### src/rtl/lcd_char_writer_pkg.sv
// Shared command bytes, state encodings and small helpers for the HD44780 character writer.
package lcd_pkg;

    localparam logic [7:0] LCD_FUNC_SET = 8'h38;
    localparam logic [7:0] LCD_DISP_ON  = 8'h0C;
    localparam logic [7:0] LCD_CLEAR    = 8'h01;
    localparam logic [7:0] LCD_ENTRY    = 8'h06;
    localparam logic [7:0] LCD_LINE1    = 8'h80;
    localparam logic [7:0] LCD_LINE2    = 8'hC0;

    localparam int LCD_COLS = 16;
    localparam int INIT_LEN = 4;

    // Bus-level phases of one write transaction.
    typedef enum logic [2:0] {
        ST_IDLE,
        ST_SETUP,
        ST_STROBE,
        ST_HOLD,
        ST_WAIT
    } bus_state_t;

    // Sequencer phases: power-up delay, init list, idle, and the three kinds of busy.
    typedef enum logic [2:0] {
        SEQ_PWRUP,
        SEQ_INIT,
        SEQ_IDLE,
        SEQ_CLEAR,
        SEQ_CHAR,
        SEQ_WRAP
    } seq_state_t;

    function automatic logic [7:0] init_cmd(input logic [1:0] idx);
        logic [7:0] cmd;
        case (idx)
            2'd0:    cmd = LCD_FUNC_SET;
            2'd1:    cmd = LCD_DISP_ON;
            2'd2:    cmd = LCD_CLEAR;
            default: cmd = LCD_ENTRY;
        endcase
        return cmd;
    endfunction

    function automatic int max_int(input int a, input int b);
        return (a > b) ? a : b;
    endfunction

endpackage

### src/rtl/lcd_char_writer_if.sv
// Character handshake between a message generator (master) and the LCD writer (slave).
interface lcd_char_writer_if;
    logic [7:0] char_data;
    logic       char_valid;
    logic       char_ready;
    logic       clear_req;

    modport master (
        output char_data,
        output char_valid,
        output clear_req,
        input  char_ready
    );

    modport slave (
        input  char_data,
        input  char_valid,
        input  clear_req,
        output char_ready
    );
endinterface

### src/rtl/lcd_char_writer_bus_cycle.sv
// One HD44780 write: SETUP drives rs/db, STROBE holds E high, HOLD keeps db, then the settle WAIT.
module lcd_bus_cycle
    import lcd_pkg::*;
#(
    parameter int E_PULSE_CYC    = 25,
    parameter int CMD_WAIT_CYC   = 2500,
    parameter int CLEAR_WAIT_CYC = 100000,
    parameter int CNT_W          = 18
) (
    input  logic       clk,
    input  logic       reset,
    input  logic       start,
    input  logic       rs,
    input  logic [7:0] bus_byte,
    input  logic       long_wait,
    output logic       lcd_rs,
    output logic       lcd_e,
    output logic [7:0] lcd_db,
    output logic       done
);

    localparam logic [CNT_W-1:0] E_LAST   = CNT_W'(E_PULSE_CYC - 1);
    localparam logic [CNT_W-1:0] CMD_LAST = CNT_W'(CMD_WAIT_CYC - 1);
    localparam logic [CNT_W-1:0] CLR_LAST = CNT_W'(CLEAR_WAIT_CYC - 1);
    localparam logic [CNT_W-1:0] CNT_ONE  = CNT_W'(1);

    bus_state_t       state_reg;
    logic [CNT_W-1:0] cnt_reg;
    logic             long_reg;
    logic [CNT_W-1:0] wait_last;
    logic             can_start;

    assign wait_last = long_reg ? CLR_LAST : CMD_LAST;
    // done marks the last WAIT cycle so the next transaction can start with no gap.
    assign done      = (state_reg == ST_WAIT) && (cnt_reg == wait_last);
    assign can_start = (state_reg == ST_IDLE) || done;

    always_ff @(posedge clk) begin
        if (reset) begin
            state_reg <= ST_IDLE;
            cnt_reg   <= '0;
            long_reg  <= 1'b0;
            lcd_rs    <= 1'b0;
            lcd_e     <= 1'b0;
            lcd_db    <= 8'h00;
        end else if (start && can_start) begin
            state_reg <= ST_SETUP;
            cnt_reg   <= '0;
            long_reg  <= long_wait;
            lcd_rs    <= rs;
            lcd_db    <= bus_byte;
        end else begin
            case (state_reg)
                ST_SETUP: begin
                    state_reg <= ST_STROBE;
                    lcd_e     <= 1'b1;
                    cnt_reg   <= '0;
                end
                ST_STROBE: begin
                    if (cnt_reg == E_LAST) begin
                        state_reg <= ST_HOLD;
                        lcd_e     <= 1'b0;
                    end else begin
                        cnt_reg <= cnt_reg + CNT_ONE;
                    end
                end
                ST_HOLD: begin
                    state_reg <= ST_WAIT;
                    cnt_reg   <= '0;
                end
                ST_WAIT: begin
                    if (done) begin
                        state_reg <= ST_IDLE;
                    end else begin
                        cnt_reg <= cnt_reg + CNT_ONE;
                    end
                end
                default: state_reg <= ST_IDLE;
            endcase
        end
    end

endmodule

### src/rtl/lcd_char_writer.sv
// HD44780 16x2 character writer: power-up init, per-character handshake, clear, and line wrap.
module lcd_char_writer
    import lcd_pkg::*;
#(
    parameter int POWERUP_CYC    = 750000,
    parameter int E_PULSE_CYC    = 25,
    parameter int CMD_WAIT_CYC   = 2500,
    parameter int CLEAR_WAIT_CYC = 100000
) (
    input  logic               clk,
    input  logic               reset,
    lcd_char_writer_if.slave   up,
    output logic               init_done,
    output logic               lcd_rs,
    output logic               lcd_rw,
    output logic               lcd_e,
    output logic [7:0]         lcd_db
);

    localparam int CNT_W = $clog2(max_int(max_int(POWERUP_CYC, E_PULSE_CYC),
                                          max_int(CMD_WAIT_CYC, CLEAR_WAIT_CYC))) + 1;
    localparam logic [CNT_W-1:0] PWR_LAST = CNT_W'(POWERUP_CYC - 1);
    localparam logic [CNT_W-1:0] CNT_ONE  = CNT_W'(1);

    seq_state_t       seq_reg;
    logic [CNT_W-1:0] cnt_reg;
    logic [2:0]       init_idx_reg;
    logic [4:0]       pos_reg;
    logic             init_done_reg;
    logic             char_ready_reg;

    logic             bus_start;
    logic             bus_rs;
    logic [7:0]       bus_byte;
    logic             bus_long;
    logic             bus_done;
    logic [4:0]       pos_inc;

    assign lcd_rw        = 1'b0;
    assign init_done     = init_done_reg;
    assign up.char_ready = char_ready_reg;
    assign bus_long      = !bus_rs && (bus_byte == LCD_CLEAR);

    // The next bus transaction is launched combinationally so it lands in the cycle right after a decision.
    always_comb begin
        bus_start = 1'b0;
        bus_rs    = 1'b0;
        bus_byte  = LCD_FUNC_SET;
        pos_inc   = pos_reg + 5'd1;
        case (seq_reg)
            SEQ_PWRUP: begin
                if (cnt_reg == PWR_LAST) begin
                    bus_start = 1'b1;
                    bus_byte  = init_cmd(2'd0);
                end
            end
            SEQ_INIT: begin
                if (bus_done && (init_idx_reg != 3'(INIT_LEN))) begin
                    bus_start = 1'b1;
                    bus_byte  = init_cmd(init_idx_reg[1:0]);
                end
            end
            SEQ_IDLE: begin
                // A clear outranks a pending character; the character stays on the bus for later.
                if (up.clear_req) begin
                    bus_start = 1'b1;
                    bus_byte  = LCD_CLEAR;
                end else if (up.char_valid) begin
                    bus_start = 1'b1;
                    bus_rs    = 1'b1;
                    bus_byte  = up.char_data;
                end
            end
            SEQ_CHAR: begin
                if (bus_done && (pos_inc == 5'(LCD_COLS))) begin
                    bus_start = 1'b1;
                    bus_byte  = LCD_LINE2;
                end else if (bus_done && (pos_inc == 5'd0)) begin
                    bus_start = 1'b1;
                    bus_byte  = LCD_LINE1;
                end
            end
            default: ;
        endcase
    end

    always_ff @(posedge clk) begin
        if (reset) begin
            seq_reg        <= SEQ_PWRUP;
            cnt_reg        <= '0;
            init_idx_reg   <= 3'd0;
            pos_reg        <= 5'd0;
            init_done_reg  <= 1'b0;
            char_ready_reg <= 1'b0;
        end else begin
            case (seq_reg)
                SEQ_PWRUP: begin
                    if (cnt_reg == PWR_LAST) begin
                        seq_reg      <= SEQ_INIT;
                        init_idx_reg <= 3'd1;
                    end else begin
                        cnt_reg <= cnt_reg + CNT_ONE;
                    end
                end
                SEQ_INIT: begin
                    if (bus_done) begin
                        if (init_idx_reg == 3'(INIT_LEN)) begin
                            seq_reg        <= SEQ_IDLE;
                            init_done_reg  <= 1'b1;
                            char_ready_reg <= 1'b1;
                        end else begin
                            init_idx_reg <= init_idx_reg + 3'd1;
                        end
                    end
                end
                SEQ_IDLE: begin
                    if (bus_start) begin
                        seq_reg        <= up.clear_req ? SEQ_CLEAR : SEQ_CHAR;
                        char_ready_reg <= 1'b0;
                    end
                end
                SEQ_CLEAR: begin
                    if (bus_done) begin
                        pos_reg        <= 5'd0;
                        seq_reg        <= SEQ_IDLE;
                        char_ready_reg <= 1'b1;
                    end
                end
                SEQ_CHAR: begin
                    if (bus_done) begin
                        // pos wraps 31 -> 0 naturally, which is exactly the line-1 home case.
                        pos_reg <= pos_inc;
                        if (bus_start) begin
                            seq_reg <= SEQ_WRAP;
                        end else begin
                            seq_reg        <= SEQ_IDLE;
                            char_ready_reg <= 1'b1;
                        end
                    end
                end
                SEQ_WRAP: begin
                    if (bus_done) begin
                        seq_reg        <= SEQ_IDLE;
                        char_ready_reg <= 1'b1;
                    end
                end
                default: seq_reg <= SEQ_PWRUP;
            endcase
        end
    end

    lcd_bus_cycle #(
        .E_PULSE_CYC    (E_PULSE_CYC),
        .CMD_WAIT_CYC   (CMD_WAIT_CYC),
        .CLEAR_WAIT_CYC (CLEAR_WAIT_CYC),
        .CNT_W          (CNT_W)
    ) u_bus (
        .clk       (clk),
        .reset     (reset),
        .start     (bus_start),
        .rs        (bus_rs),
        .bus_byte  (bus_byte),
        .long_wait (bus_long),
        .lcd_rs    (lcd_rs),
        .lcd_e     (lcd_e),
        .lcd_db    (lcd_db),
        .done      (bus_done)
    );

endmodule

### src/flat_wrapper.sv
// flat-port wrapper written by rule: the top's interface ports become plain ports
module lcd_char_writer_flat import lcd_pkg::*;
#(
    parameter int POWERUP_CYC    = 750000,
    parameter int E_PULSE_CYC    = 25,
    parameter int CMD_WAIT_CYC   = 2500,
    parameter int CLEAR_WAIT_CYC = 100000
)
  (clk, reset, init_done, lcd_rs, lcd_rw, lcd_e, lcd_db, up_char_data, up_char_valid, up_clear_req, up_char_ready);
  lcd_char_writer_if up_i ();
  input  logic clk;
  input  logic reset;
  output logic init_done;
  output logic lcd_rs;
  output logic lcd_rw;
  output logic lcd_e;
  output logic [7:0] lcd_db;
  input wire logic [$bits(up_i.char_data)-1:0] up_char_data;
  input wire logic [$bits(up_i.char_valid)-1:0] up_char_valid;
  input wire logic [$bits(up_i.clear_req)-1:0] up_clear_req;
  output wire logic [$bits(up_i.char_ready)-1:0] up_char_ready;
  assign up_i.char_data = up_char_data;
  assign up_i.char_valid = up_char_valid;
  assign up_i.clear_req = up_clear_req;
  assign up_char_ready = up_i.char_ready;
  lcd_char_writer #(.POWERUP_CYC(POWERUP_CYC), .E_PULSE_CYC(E_PULSE_CYC), .CMD_WAIT_CYC(CMD_WAIT_CYC), .CLEAR_WAIT_CYC(CLEAR_WAIT_CYC)) u_core (.clk(clk), .reset(reset), .up(up_i), .init_done(init_done), .lcd_rs(lcd_rs), .lcd_rw(lcd_rw), .lcd_e(lcd_e), .lcd_db(lcd_db));
endmodule
### config.mk
export PLATFORM = sky130hd
export DESIGN_NAME = lcd_char_writer_flat
export DESIGN_NICKNAME = d
export VERILOG_FILES = /design/src/rtl/lcd_char_writer_pkg.sv /design/src/rtl/lcd_char_writer_if.sv /design/src/rtl/lcd_char_writer_bus_cycle.sv /design/src/rtl/lcd_char_writer.sv /design/src/flat_wrapper.sv
export SDC_FILE = /design/constraint.sdc
export NUM_CORES = 1
export LEC_CHECK = 0
export BUFFER_PORTS_ARGS = -buffer_cell sky130_fd_sc_hd__buf_2
export CAP_MARGIN = 20
export CORE_MARGIN = 10
export CORE_UTILIZATION = 44
export DETAILED_ROUTE_END_ITERATION = 8
export HOLD_SLACK_MARGIN = 0.03
export PLACE_DENSITY = 0.62
export SETUP_SLACK_MARGIN = 0.5
export SYNTH_ARGS = -nofsm -noshare
export SYNTH_HDL_FRONTEND = slang
export SYNTH_SLANG_ARGS = --single-unit
### constraint.sdc
create_clock -name clk -period 3.5 [get_ports clk]
set_input_delay 0.35 -clock clk [delete_from_list [all_inputs] [get_ports clk]]
set_output_delay 0.35 -clock clk [all_outputs]
set_load 0.1 [all_outputs]
==> results.cfg <==
[pwr]
p_leak_nw = 1.60
power_density_mw_per_mm2 = 559
irDropWorstVdd_mv = 0.267

[sta]
tns_ns = 0
finalHoldWorstSlack_ns = 0.235
fin_ws_ns = 0.477
fmax_ghz = 0.331
tightest_slew_ns = 0.914
rsz0062_at_grt = true
slew_headroom = 0.382
worst_clock_skew_ns = 0.0168
setup_violations = 0
post-route-period-util = 0.864
slew_violations = 0
hold_viol_final = 0
min_period_ns = 3.02

[setup_path]
cp_max_fo = 8
critPathKind = reg2reg
cp-start-kind = register
required_ns = 3.73
reg2reg_depth = 7
cp-end-kind = register
critPathArrivalTime_ns = 3.25

[floorplanning]
dieArea_sq_mm = 0.0134
fp.coreArea_sq_mm = 0.00881
pin_count = 25
die_y_microns = 116
start_util = 0.458
die_w_microns = 116
fp-row-count = 34

[logic_synthesis]
yosys_warnings = 0
netlist_instances = 504
syn_nets = 526
synth_area_sq_mm = 0.00403
synth-edff-count = 0
synth_area_per_cell_sq_um = 8.00
synth_seq_area_share = 0.343
synthArstFlopShare = 0
yosys_register_bits = 69
synth_cell_types = 64
ys.flop_type = dfxtp_1

[placement]
dp_slack_ns = 0.271
hpwlAfterDp_microns = 7250
port-buffer-count = 23
placed_cells = 618
gp_congestion = 0.899

[status]
outcome = finished clean

[detailed_routing]
ant_nets = 0
detail_route.wl_per_cell_microns = 16.5
drc = 0
drt-pass1-iter-count = 4
vias_per_cell = 5.94
drt_iter0_markers = 275
vias = 3833
wl_microns = 10600

[clock_tree]
numCtsBuffers = 9
clock_sinks = 69
htree_levels = 3
clock-root-buffer = clkbuf_8
cts_buffer_depth = 2
clk_pin_slew_ns = 0.08
cts_tree = built
clock_latency_ns = 0.36

[min_path]
hold_path_class = in2reg
worstHoldPathCells = 2

[cells_and_area]
final_cell_mix = dfxtp_1 (65), nor2_1 (57), nand2_1 (37)
final_cells = 645
diodes = 0
final_common_cell = dfxtp_1
drive_gt1_frac = 0.175
final_nets = 554
synthToLayoutAreaGrowth_pct = 16.6

[global_route]
grt_pass1_vias = 3472
grt_usage = 0.160
gr-total-overflow = 0
antenna_found_initial = 0
grt_max_degree = 43
grt_pass1_wl_microns = 17600

[flow_run]
max_cap_viol_count = 0
[per-layer routing]
layer	GRT usage	part of all wire	vias to the layer above
met5	0	0	-
met4	0.0592	0.021	0
met3	0.0377	0.050	21
met2	0.234	0.45	100
met1	0.223	0.48	1792
li1	-	-	1920
[cell families (layout without fill, tap and decap cells)]
group,after synthesis,in the layout,synth area share
xor+xnor,32,32,0.0695
compound gates,124,124,0.209
mux,4,4,0.00993
fa+ha+maj,10,10,0.0310
flops,69,69,0.343
simple gates,224,224,0.296
buf+inv,40,73,0.0413
other cells,1,1,0.000930
[path summary, 6_finish.rpt]
check | slack (ns) | startpoint | endpoint
setup reg to reg | 0.48 | u_core.u_bus.cnt_reg[13] | u_core.u_bus.lcd_db[3]
hold reg to reg | 0.46 | u_core.u_bus.lcd_db[6] | u_core.u_bus.lcd_db[6]
hold / removal | 0.24 | reset | u_core.u_bus.lcd_e
setup / recovery | 0.48 | u_core.u_bus.cnt_reg[13] | u_core.u_bus.lcd_db[3]
[layout make-up]
class | instances | area (sq um)
clock buffer | 9 | 124
clock inverter | 7 | 121
fill | 846 | 4100
inverter | 14 | 52.6
multi-input combinational | 395 | 2570
sequential | 69 | 1390
tap | 108 | 135
timing repair buffer | 43 | 312
[per-stage QoR]
| step | power (mW) | utilization | instance area, sq um |
|---|---|---|---|
| floorplan | 1.56 | - | 4030 |
| global placement | 1.72 | 0.481 | 4240 |
| detailed placement | 1.72 | 0.481 | 4240 |
| CTS | 2.57 | 0.515 | 4540 |
| global route | 2.78 | 0.534 | 4700 |
| finish | 2.63 | 0.534 | 4700 |
[critical path, stage by stage, from the launching register on]
cell      delay (ns)
dfxtp_2         0.33
or4_4           0.54
or4_4           0.58
or3_4           0.42
a2111o_1        0.53
buf_6           0.17
o211ai_1        0.22
o41ai_2         0.12
[power breakdown]
group	leakage [nW]	switching (mW)	total [mW]	internal, mW
Sequential	0.559	0.0838	0.926	0.842
Combinational	0.920	0.591	0.897	0.305
Clock	0.124	0.329	0.806	0.477
Total	1.60	1.00	2.63	1.62
[synthesized netlist by cell type (all sizes together), types with 10 or more instances]
library cell	n	area, sq um
nor2	59	229
clkbuf	22	82.6
or4	11	82.6
nand2	37	139
inv	12	45.0
nor4	10	62.6
a21oi	32	160
a211oi	10	75.1
o21ai	25	136
xnor2	23	201
dfxtp	69	1380
nor3	15	75.1
ha	10	125
and3	12	75.1
nand3	27	135
[timing repair]
action | in CTS | in global routing
endpoints found under the setup margin | 40 | 35
setup buffers | 4 | 6
resized for setup | 5 | 21
gates cloned | 0 | 1
hold buffers | 0 | 0
hold endpoints to repair | 0 | 0
pin swaps | 2 | 9
Note: power is estimated with default switching activity, not from simulation.
